===== config.mk =====
export PLATFORM = sky130hd
export DESIGN_NAME = xgs_spi_arbiter
export DESIGN_NICKNAME = d
export VERILOG_FILES = /design/src/rtl/xgs_spi_arbiter.sv
export SDC_FILE = /design/constraint.sdc
export NUM_CORES = 1
export LEC_CHECK = 0
export BUFFER_PORTS_ARGS = -buffer_cell sky130_fd_sc_hd__buf_2
export CORE_MARGIN = 2
export CORE_UTILIZATION = 55
export CTS_BUF_LIST = sky130_fd_sc_hd__clkbuf_8
export CTS_CLUSTER_SIZE = 10
export DETAILED_ROUTE_END_ITERATION = 7
export PLACE_DENSITY = 0.9
export SYNTH_ARGS = -nofsm -noshare
export SYNTH_HDL_FRONTEND = slang
export SYNTH_SLANG_ARGS = --single-unit

===== constraint.sdc =====
create_clock -name sys_clk -period 4.26 [get_ports sys_clk]
set_input_delay 0.426 -clock sys_clk [delete_from_list [all_inputs] [get_ports sys_clk]]
set_output_delay 0.426 -clock sys_clk [all_outputs]
set_load 0.05 [all_outputs]

===== src/rtl/xgs_spi_arbiter.sv =====
// xgs_spi_arbiter: shares one SPI master between the host and the grab sequencer.
// Each transaction runs IDLE -> ISSUE -> WAIT -> RESP. When both requesters ask at
// once, the grant alternates between them. While a grab is running the sequencer
// wins instead, but the host is not starved: it takes the next contested grant
// after MAX_HOST_SKIP consecutive losses.
//
// Ports:
//   sys_clk, sys_reset        clock and synchronous active-high reset
//   host_* / seq_*            requester side: req/wr/addr/wdata in;
//                             ack/done/rdata/err out
//   grab_active               1 = sequencer-priority mode
//   spi_start/wr/addr/wdata   command to the SPI master (registered)
//   spi_busy/done/rdata       status from the SPI master
//   owner                     current or last grantee (0 = host, 1 = seq)
//   timeout_cnt               saturating count of aborted transactions
module xgs_spi_arbiter #(
  parameter int unsigned ADDR_W        = 15,
  parameter int unsigned DATA_W        = 16,
  parameter int unsigned TIMEOUT       = 4096,
  parameter int unsigned MAX_HOST_SKIP = 4
) (
  input  logic              sys_clk,
  input  logic              sys_reset,
  input  logic              host_req,
  input  logic              host_wr,
  input  logic [ADDR_W-1:0] host_addr,
  input  logic [DATA_W-1:0] host_wdata,
  output logic              host_ack,
  output logic              host_done,
  output logic [DATA_W-1:0] host_rdata,
  output logic              host_err,
  input  logic              seq_req,
  input  logic              seq_wr,
  input  logic [ADDR_W-1:0] seq_addr,
  input  logic [DATA_W-1:0] seq_wdata,
  output logic              seq_ack,
  output logic              seq_done,
  output logic [DATA_W-1:0] seq_rdata,
  output logic              seq_err,
  input  logic              grab_active,
  output logic              spi_start,
  output logic              spi_wr,
  output logic [ADDR_W-1:0] spi_addr,
  output logic [DATA_W-1:0] spi_wdata,
  input  logic              spi_busy,
  input  logic              spi_done,
  input  logic [DATA_W-1:0] spi_rdata,
  output logic              owner,
  output logic [7:0]        timeout_cnt
);

  localparam int unsigned TimerW = (TIMEOUT > 1) ? $clog2(TIMEOUT) : 1;
  localparam int unsigned SkipW  = (MAX_HOST_SKIP > 0) ? $clog2(MAX_HOST_SKIP + 1) : 1;
  localparam logic [TimerW-1:0] TimerLast = TimerW'(TIMEOUT - 1);
  localparam logic [SkipW-1:0]  SkipLimit = SkipW'(MAX_HOST_SKIP);

  typedef enum logic [1:0] {StIdle, StIssue, StWait, StResp} state_e;

  state_e              state_q;
  logic                last_owner_q;
  logic [TimerW-1:0]   timer_q;
  logic [SkipW-1:0]    skip_q;

  logic                contested;
  logic                grant_seq;
  logic                rsp_err;
  logic [DATA_W-1:0]   rsp_data;

  assign contested = host_req & seq_req;

  // Winner selection; only acted upon in IDLE.
  always_comb begin
    grant_seq = seq_req;
    if (contested) begin
      if (grab_active) begin
        grant_seq = (skip_q < SkipLimit);
      end else begin
        grant_seq = ~last_owner_q;
      end
    end
  end

  // Completion wins over a timeout landing in the same cycle; writes and
  // aborts return zero data.
  assign rsp_err  = ~spi_done;
  assign rsp_data = (spi_done && !spi_wr) ? spi_rdata : '0;

  always_ff @(posedge sys_clk) begin
    if (sys_reset) begin
      state_q      <= StIdle;
      last_owner_q <= 1'b1;  // host wins the first tie
      timer_q      <= '0;
      skip_q       <= '0;
      host_ack     <= 1'b0;
      host_done    <= 1'b0;
      host_rdata   <= '0;
      host_err     <= 1'b0;
      seq_ack      <= 1'b0;
      seq_done     <= 1'b0;
      seq_rdata    <= '0;
      seq_err      <= 1'b0;
      spi_start    <= 1'b0;
      spi_wr       <= 1'b0;
      spi_addr     <= '0;
      spi_wdata    <= '0;
      owner        <= 1'b0;
      timeout_cnt  <= '0;
    end else begin
      host_ack  <= 1'b0;
      seq_ack   <= 1'b0;
      spi_start <= 1'b0;
      host_done <= 1'b0;
      seq_done  <= 1'b0;
      if (!grab_active) begin
        skip_q <= '0;
      end
      unique case (state_q)
        StIdle: begin
          if ((host_req || seq_req) && !spi_busy) begin
            spi_wr       <= grant_seq ? seq_wr    : host_wr;
            spi_addr     <= grant_seq ? seq_addr  : host_addr;
            spi_wdata    <= grant_seq ? seq_wdata : host_wdata;
            owner        <= grant_seq;
            last_owner_q <= grant_seq;
            // Start and ack are registered so they appear during ISSUE.
            spi_start    <= 1'b1;
            host_ack     <= ~grant_seq;
            seq_ack      <= grant_seq;
            if (!grant_seq) begin
              skip_q <= '0;
            end else if (contested && grab_active) begin
              skip_q <= skip_q + 1'b1;
            end
            state_q <= StIssue;
          end
        end
        StIssue: begin
          timer_q <= '0;
          state_q <= StWait;
        end
        StWait: begin
          if (spi_done || (timer_q == TimerLast)) begin
            if (owner) begin
              seq_done  <= 1'b1;
              seq_rdata <= rsp_data;
              seq_err   <= rsp_err;
            end else begin
              host_done  <= 1'b1;
              host_rdata <= rsp_data;
              host_err   <= rsp_err;
            end
            if (!spi_done && (timeout_cnt != 8'hFF)) begin
              timeout_cnt <= timeout_cnt + 8'd1;
            end
            state_q <= StResp;
          end else begin
            timer_q <= timer_q + 1'b1;
          end
        end
        StResp: begin
          state_q <= StIdle;
        end
      endcase
    end
  end

endmodule


# [Word-level counts from Yosys, hierarchy flattened]
# Cells that the tools add are included.
[totals] input_bits=87 output_inout_bits=80 ff_bits=98 elab_cells=78
[op_classes] n_addsub=3 bitwise=9 eq_ne=8 muxes=19 magnitude_cmp=1 reduce_logical=20
[ops] op="$mux W16" n=2
[ops] op="$pmux W12 S2" n=1
[ops] op="$mux W15" n=1
[ops] op="$mux W3" n=5
[ops] op="$add A12 B1 Y12 const B" n=1
[ops] op="$eq A12 B12 Y1 const B" n=1
[ops] op="$mux W12" n=1
[ops] op="$reduce_and A3 Y1" n=3
[ops] op="$add A8 B1 Y8 const B" n=1
[ops] op="$ne A8 B8 Y1 const B" n=1
[ops] op="$not A1 Y1" n=8
[ops] op="$pmux W2 S4" n=1
[ops] op="$mux W1" n=6
[ops] op="$ne A2 B2 Y1 const B" n=3
[ops] op="$reduce_and A2 Y1" n=3
[ops] op="$reduce_or A3 Y1" n=2
[ops] op="$eq A2 B2 Y1 const B" n=2
[ops] op="$logic_and A1 B1 Y1" n=4
[ops] op="$mux W2" n=2
[ops] op="$add A3 B1 Y3 const B" n=1
[ops] op="$logic_not A1 Y1" n=3
[ops] op="$lt A3 B3 Y1 const B" n=1
[ops] op="$eq A2 B1 Y1 const B" n=1
[ops] op="$logic_not A2 Y1" n=1
[ops] op="4 further kinds" n=5

# [Logic depth before layout (Yosys ltp)]
# Gate-level depths: netlist (run 1).
[depth] ltp_word=6 mapped_depth=9 depth_no_buf=6

# [Least setup slack after synthesis (run 1)]
# No wires, ideal clock.
[synth_timing] kind="register to register" startpoint="reg timeout_cnt[0]" endpoint="reg timeout_cnt[7]" path_stages_with_launch=7 setup_ns=0.123 slack_ns=2.339 arrival_ns=1.798 path_cell_list="dfxtp_1 ha_1 nand3_1 nor2_1 clkbuf_1 nor4_1 mux2_1"
[synth_via] elab_chain_len=3 word_cells_on_any_way=4 classes_between="1 x add/sub; 1 x eq/ne; 2 x reduce/logical"
[synth_rtl] item="start, declared" line="49" source="output logic [7:0] timeout_cnt"
[synth_rtl] item="start signal, assigned" line="153" source="timeout_cnt <= timeout_cnt + 8'd1;"
[synth_rtl] item="parallel branches: the longest is 3 deep, another holds $add A8 B1 Y8"
# Parallel ways; which one is timed is not known.
# A chain may end at the register's enable or synchronous reset.

# [Final worst setup path (run 1)]
[layout_timing] startpoint="reg timer_q[0]" endpoint="reg timer_q[10]"
[layout_via] elab_chain_len=4 word_cells_on_any_way=7 classes_between="1 x add/sub; 2 x eq/ne; 2 x mux; 2 x reduce/logical"
[layout_rtl] item="start, declared" line="61" source="logic [TimerW-1:0] timer_q;"
[layout_rtl] item="start signal, assigned" line="157" source="timer_q <= timer_q + 1'b1;"
[layout_rtl] item="parallel branches: the longest is 4 deep, another holds $add A12 B1 Y12"
# Parallel ways; which one is timed is not known. The select of a mux whose other input is x is not followed.

==> results of run 1 <==
==> state kept, by name, indices dropped and copies added, names as in the netlist, 2 cells and up <==
name and flops:
state_q 2, timeout_cnt 8, host_rdata 16, timer_q 12, seq_rdata 16, spi_wdata 16
skip_q 3, spi_addr 15
==> critical path, delay by kind of cell (launching register included) <==
kind | cells | cell delay, ps
DFF | 1 | 390
and+or+nand+nor | 2 | 420
AOI/OAI and AO/OA | 2 | 1140
adders and majority gates | 1 | 320
==> worst max path at each step <==
stage | startpoint | endpoint | slack [ps] | cells after the start
after detailed placement | timer_q[0] | timer_q[10] | 1960 | 5
after CTS | timer_q[0] | timer_q[10] | 1940 | 5
after global placement | grab_active | spi_wr | 2110 | 6
after floorplan | timeout_cnt[0] | timeout_cnt[7] | 2340 | 6
final | timer_q[0] | timer_q[10] | 1880 | 5
after global routing | timer_q[0] | timer_q[10] | 1720 | 5
==> logic make-up after synthesis <==
kind of cell,Yosys count,synth area share
compound gates,79,0.126
fa+ha+maj,7,0.0195
buf+inv,39,0.0478
flops,98,0.436
mux,69,0.154
simple gates,178,0.216
==> routing by layer <==
metal / global-route usage / part of all wire
met5: 0 / 0
met4: 0.107 / 0.028
met3: 0.0567 / 0.069
met2: 0.470 / 0.52
met1: 0.292 / 0.38
==> cell usage after synthesis (all sizes together), types with 3 or more instances <==
library cell,number
buf,15
mux2i,66
ha,7
nand2,11
or4,4
a211oi,34
nor2b,6
o21ai,7
nor4,5
and2,21
nor3,5
mux2,3
or3,3
nor2,77
and4,4
dfxtp,98
a21oi,15
nand3b,3
inv,6
clkbuf,18
nand4,6
nand3,15
o31ai,7
nand2b,6
==> power breakdown <==
part           internal, µW  switching [µW]  leakage, µW
registers              1010            51.1     0.000797
logic                   250             601      0.00165
clock network           224             353    0.0000929
total                  1480            1000      0.00254
==> per-stage QoR <==
stage          worst slack, ps  instances
2_1_floorplan             2340        470
3_3_place_gp              2110        710
3_5_place_dp              1960        710
4_1_cts                   1940        726
5_1_grt                   1720        726
6_report                  1880        726
==> cell type report <==
cell class,count,area share
clock inverter,7,0.0106
timing repair buffer,171,0.157
sequential,98,0.355
tap,102,0.0231
inverter,6,0.00408
clock buffer,9,0.0224
multi-input combinational,333,0.428
==> impl_metrics.tcl, run 1 <==
set metrics [dict create \
    outcome "finished clean" \
    hold_violations 0 \
    rrSetupSlack_ps 1880 \
    layout_commonest_cell "buf_2" \
    critical_path.max_fanout 13 \
    cp-start-kind "flop" \
    area_growth_pct 22.8 \
    synth-main-ff-cell "dfxtp_1" \
    cts_resized 0 \
    crit_type "flop to flop" \
    relSlewSlack 0.370 \
    via_count 4065 \
    seq_area_mm2 0.00196 \
    numCtsBuffers 9 \
    leakagePower_uw 0.00254 \
    synth_top_area_share 0.436 \
    row_count 32 \
    finalClockSkew_ps 12.9 \
    synth-edff-count 0 \
    die_h_um 94.5 \
    hold_depth 3 \
    crit_path_top_delay_cell "o31ai_2" \
    synth-seq-cells 98 \
    grt_pass1_wl_mm 18.3 \
    peakVddDrop_mv 0.247 \
    track_usage 0.259 \
    critPathCaptureType "flop" \
    start_util 0.574 \
    setup_viol 0 \
    synth_cell_types 61 \
    r2r-end "timer_q[10]" \
    wl_per_cell_um 15.7 \
    h-tree-depth 3 \
    clk_path_buf_depth 2 \
    pin_count 167 \
    slew_violations 0 \
    reg2reg_from "timer_q[0]" \
    syn_inst 470 \
    drv_cap 0 \
    avgViaCountPerCell 5.60 \
    hold_path.startpoint "seq_wdata[4]" \
    avgSynthCellArea_um2 9.58 \
    period_needed_ps 2380 \
    crit_arrival_ps 2640 \
    fillCellCount 642 \
    gr-total-overflow 0 \
    postCtsHoldBufs 0 \
    clk_latency_ps 370 \
    cts_sinks 98 \
    post-route-util 0.704 \
    cp_cell_sequence "ha_1, nand4_4, o31ai_2, nand2b_1, a221oi_1" \
    synth-seq-area-share 0.436 \
    drt_iter0_markers 193 \
    grt_max_degree 66 \
    worst_slew_pin_slew_ps 945 \
    p_per_area_mw_per_mm2 450 \
    netlist_area_mm2 0.00450 \
    die_w_um 94.5 \
    fmax_mhz 420 \
    antenna_found_initial 0 \
    whs_ps 382 \
    drc 0 \
    fp.dieArea_mm2 0.00892 \
    reg2reg_depth 5 \
    root_buffer "clkbuf_8" \
    portBuffers 166 \
    p_total_uw 2490 \
    tns_ps 0 \
    ant_nets 0 \
    final_nets 713 \
    multiInputGateArea_mm2 0.00236 \
    first_global_vias 3947 \
    post-cts-setup-buffers 0 \
    synthArstFlopShare 0 \
    min_to "spi_wdata[4]" \
    max_stage_delay_ps 810 \
    yosys.area.top_type "dfxtp_1" \
    post-dp-hpwl_mm 8.50 \
    drt_first_pass_iters 4 \
    clkTransAtPathRegs_ps 110 \
    rsz0062_at_grt "false" \
    final_cell_mix "buf_2 (166), dfxtp_1 (98), nor2_1 (77)" \
    yosys_warnings 0 \
    cts_tree "built" \
    synth.area.top_cells "dfxtp_1 (44%), mux2i_1 (15%), nor2_1 (6.4%)" \
    insertedDiodeCount 0 \
    syn_nets 564 \
    hp-class "input port to flop" \
    final_area_mm2 0.00553 \
    wl_mm 11.4 \
    placed_area_mm2 0.00534 \
    critical_path_required_ps 4520 \
    finalCritPeriodShare 0.560 \
    drive_above_1_share 0.343 \
    gp_congestion 0.816 \
    design.core.area_mm2 0.00785 \
]
No activity file was read; power rests on OpenSTA's default activity.
==> run 2, diff against run 1 <==
CORE_UTILIZATION = 46   (was 55)
PLACE_DENSITY = 0.8   (was 0.9)
clock period = 2 ns   (was 4.26 ns; I/O delays follow)
==> impl_metrics.tcl, run 2 (synthesized netlist as in run 1, its figures left out) <==
set metrics [dict create \
    leakagePower_uw 0.00268 \
    finalCritPeriodShare 0.967 \
    drc 0 \
    outcome "finished clean" \
    start_util 0.467 \
    area_growth_pct 30.2 \
    row_count 36 \
    drt_first_pass_iters 5 \
    critPathLaunch "timer_q[1]" \
    rrSetupSlack_ps 70 \
    final_cell_count_no_fill 773 \
    relSlewSlack 0.334 \
    hp-class "input port to flop" \
    hold_depth 3 \
    hold_violations 0 \
    pwr-share-clk 0.254 \
    top_regs "host_rdata x16, seq_rdata x16, spi_wdata x16" \
    worst_slew_pin_slew_ps 997 \
    tns_ps 0 \
    crit_type "flop to flop" \
    antenna_found_initial 0 \
    wl_mm 11.6 \
    setup.worst_path.end "host_rdata[3]" \
    fillCellCount 837 \
    cts_tree "built" \
    placed_area_mm2 0.00551 \
    crit_arrival_ps 2200 \
    final_nets 729 \
    h-tree-depth 3 \
    p_sw_uw 2120 \
    reg2reg_depth 7 \
    gp_congestion 0.905 \
    design.core.area_mm2 0.00964 \
    cp-start-kind "flop" \
    ant_nets 0 \
    final_area_mm2 0.00586 \
    period_needed_ps 1930 \
    insertedDiodeCount 0 \
    dp_cells 752 \
    grt_pass1_wl_mm 17.5 \
    fp.dieArea_mm2 0.0106 \
    fmax_mhz 517 \
    finalClockSkew_ps 14.0 \
    die_h_um 103 \
    drv_cap 0 \
    wl_per_cell_um 15.0 \
    p_per_area_mw_per_mm2 954 \
    cts_sinks 98 \
    post-dp-hpwl_mm 8.20 \
    via_count 4144 \
    portBuffers 166 \
    critical_path.max_fanout 9 \
    intPower_uw 3470 \
    clk_latency_ps 370 \
    final_cell_mix "buf_2 (166), dfxtp_1 (98), nor2_1 (77)" \
    setup_viol 0 \
    p_total_uw 5590 \
    die_w_um 103 \
    clk_path_buf_depth 2 \
    r2r-end "host_rdata[3]" \
    numCtsBuffers 9 \
    avgViaCountPerCell 5.36 \
    drt_iter0_markers 151 \
    gr-total-overflow 0 \
    root_buffer "clkbuf_8" \
    layout_commonest_cell "buf_2" \
    comb_power_share 0.343 \
    clkTransAtPathRegs_ps 100 \
    grt_max_degree 66 \
    slew_violations 0 \
    whs_ps 168 \
    critPathCaptureType "flop" \
    track_usage 0.207 \
    reg2reg_from "timer_q[1]" \
    first_global_vias 3871 \
    peakVddDrop_mv 0.583 \
    pin_count 167 \
    drive_above_1_share 0.366 \
    swShare 0.379 \
    seq_power_share 0.403 \
    critical_path_required_ps 2260 \
]
-- run 2: changes by cell type in the layout (fill, tap and decap cells not counted), sizes merged --
cell and delta:
clkinvlp -1, buf +13, clkbuf +3, inv -1, bufinv +2
-- run 2: repair_timing --
action                     in CTS  in global routing
pin swaps                       0                  2
gates cloned                    0                  3
resized for setup               2                  7
setup endpoints to repair       4                 32
hold buffers                    0                  0
buffers inserted                0                  3
-- run 2: final cells by class --
| cell class | instances | area (µm²) | share of cell area |
|---|---|---|---|
| Multi-Input combinational cell | 333 | 2400 | 0.409 |
| Sequential cell | 98 | 1960 | 0.335 |
| Timing Repair Buffer | 187 | 1090 | 0.187 |
| Tap cell | 133 | 166 | 0.0284 |
| Clock buffer | 9 | 124 | 0.0211 |
| Clock inverter | 7 | 93.8 | 0.0160 |
| Inverter | 6 | 22.5 | 0.00384 |
-- run 2: metrics by stage --
step           setup slack, ps  utilization
2_1_floorplan             78.6            -
3_3_place_gp              20.1        0.572
3_5_place_dp             -85.5        0.572
4_1_cts                   15.4        0.596
5_1_grt                  -44.1        0.608
6_report                  66.8        0.608
-- run 2: critical path, cell delays in order, from the launching register on --
cell,delay (ps)
dfxtp_1,420
ha_4,200
nand4_4,190
o41ai_4,410
buf_4,190
buf_12,140
mux2i_1,220
nor2_1,60
-- run 2: worst min-delay path by stage --
stage | startpoint | endpoint
after floorplan | seq_addr[14] | spi_addr[14]
after global placement | last_owner_q | last_owner_q
after detailed placement | last_owner_q | last_owner_q
after CTS | seq_wdata[8] | spi_wdata[8]
after global routing | seq_addr[0] | spi_addr[0]
final | seq_wdata[8] | spi_wdata[8]
-- run 2: power by group through the flow --
| stage | logic, µW | registers [µW] | clock network (µW) |
|---|---|---|---|
| finish | 1920 | 2260 | 1420 |
| global route | 2050 | 2280 | 1530 |
| CTS | 1880 | 2250 | 1440 |
| detailed placement | 1880 | 2290 | 0 |
| global placement | 1820 | 2290 | 0 |
| floorplan | 795 | 2890 | 0 |
-- run 2: per-layer routing --
| metal | share of wire | wire, µm | vias up | track usage |
|---|---|---|---|---|
| met1 | 0.40 | 4710 | 1921 | 0.242 |
| met4 | 0.025 | 290 | 0 | 0.105 |
| met2 | 0.50 | 5850 | 183 | 0.355 |
| met5 | 0 | 0 | - | 0 |
| li1 | - | - | 2019 | - |
| met3 | 0.068 | 785 | 21 | 0.0488 |
==> run 3, diff against run 2 <==
CORE_ASPECT_RATIO = 0.9   (was default)
==> impl_metrics.tcl, run 3 (synthesized netlist as in run 1, its figures left out) <==
set metrics [dict create \
    peakVddDrop_mv 0.539 \
    drive_above_1_share 0.362 \
    die_w_um 108 \
    gr-total-overflow 0 \
    gp_congestion 0.884 \
    post-cts-setup-buffers 0 \
    seq_area_mm2 0.00196 \
    hp-class "input port to flop" \
    clk_path_buf_depth 2 \
    tns_ps 0 \
    fp.dieArea_mm2 0.0106 \
    wl_mm 11.1 \
    grt_max_degree 66 \
    root_buffer "clkbuf_8" \
    insertedDiodeCount 0 \
    finalClockSkew_ps 12.0 \
    cp-start-kind "flop" \
    drt_first_pass_iters 4 \
    start_util 0.468 \
    multiInputGateArea_mm2 0.00239 \
    clkTransAtPathRegs_ps 110 \
    dp_cells 746 \
    final_cell_mix "buf_2 (166), dfxtp_1 (97), nor2_1 (77)" \
    via_count 4009 \
    crit_type "flop to flop" \
    row_count 34 \
    cts_sinks 98 \
    layout_commonest_cell "buf_2" \
    period_needed_ps 1870 \
    final_nets 725 \
    p_per_area_mw_per_mm2 963 \
    critPathCaptureType "flop" \
    fmax_mhz 535 \
    drt_iter0_markers 180 \
    slew_violations 0 \
    die_h_um 97.8 \
    cts_tree "built" \
    relSlewSlack 0.390 \
    leakagePower_uw 0.00263 \
    first_global_vias 3978 \
    worst_slew_pin_slew_ps 914 \
    area_growth_pct 27.8 \
    wl_per_cell_um 14.5 \
    critical_path.max_fanout 17 \
    critical_path_required_ps 2260 \
    pin_count 167 \
    track_usage 0.212 \
    final_cell_count_no_fill 762 \
    finalCritPeriodShare 0.934 \
    post-dp-hpwl_mm 8.31 \
    crit_arrival_ps 2120 \
    setup_viol 0 \
    drv_cap 0 \
    antenna_found_initial 0 \
    fillCellCount 845 \
    design.core.area_mm2 0.00961 \
    clk_latency_ps 370 \
    avgViaCountPerCell 5.26 \
    outcome "finished clean" \
    hold_violations 0 \
    ant_nets 0 \
    grt_pass1_wl_mm 18.2 \
    numCtsBuffers 9 \
    h-tree-depth 3 \
    rsz0062_at_grt "false" \
    portBuffers 166 \
    drc 0 \
    top_regs "host_rdata x16, seq_rdata x16, spi_wdata x16" \
]
-- run 3: timing repair --
item                                    4_1_cts  5_1_grt
cloned                                        0        0
endpoints found under the hold margin         0        0
hold buffers                                  0        0
resized for setup                             1        7
endpoints found under the setup margin        1       37
pin swaps                                     0        1
-- run 3: critical path: stages, from the launching register on --
cell	delay (ps)
dfxtp_1	420
ha_4	200
nand4_4	190
o41ai_4	460
buf_12	220
mux2i_1	210
nor2_1	60
-- run 3: path summary, 6_finish.rpt --
path | start | end | slack [ps] | cells past startpoint
worst max-delay path | timer_q[1] | seq_rdata[6] | 130 | 6
worst min-delay path | seq_addr[8] | spi_addr[8] | 160 | 3
worst max register to register | timer_q[1] | seq_rdata[6] | 130 | 6
worst min register to register | skip_q[1] | skip_q[1] | 500 | 1
-- run 3: layout make-up --
type,instances,area share
Clock buffer,10,0.0239
Tap cell,126,0.0274
Clock inverter,6,0.0137
Multi-Input combinational cell,333,0.415
Inverter,6,0.00392
Sequential cell,98,0.341
Timing Repair Buffer,183,0.174
-- run 3: metal layers --
| layer | part of all wire | track usage |
|---|---|---|
| met2 | 0.51 | 0.387 |
| met3 | 0.055 | 0.0467 |
| met1 | 0.42 | 0.242 |
| met4 | 0.015 | 0.0700 |
| met5 | 0 | 0 |
-- run 3: metrics by stage --
stage | setup slack [ps] | cell area (µm²) | power, µW | hold slack [ps] | utilization
floorplan | 78.6 | 4500 | 3680 | 434 | -
global placement | 122 | 5500 | 4110 | 466 | 0.572
detailed placement | 15.1 | 5500 | 4170 | 474 | 0.572
CTS | 41.7 | 5720 | 5560 | 154 | 0.595
global route | 19.6 | 5750 | 5820 | 161 | 0.598
finish | 132 | 5750 | 5540 | 164 | 0.598
-- run 3: report_power, final --
group | switching [µW] | internal, µW
registers | 115 | 2150
logic | 1280 | 599
clock network | 751 | 644
total | 2150 | 3400
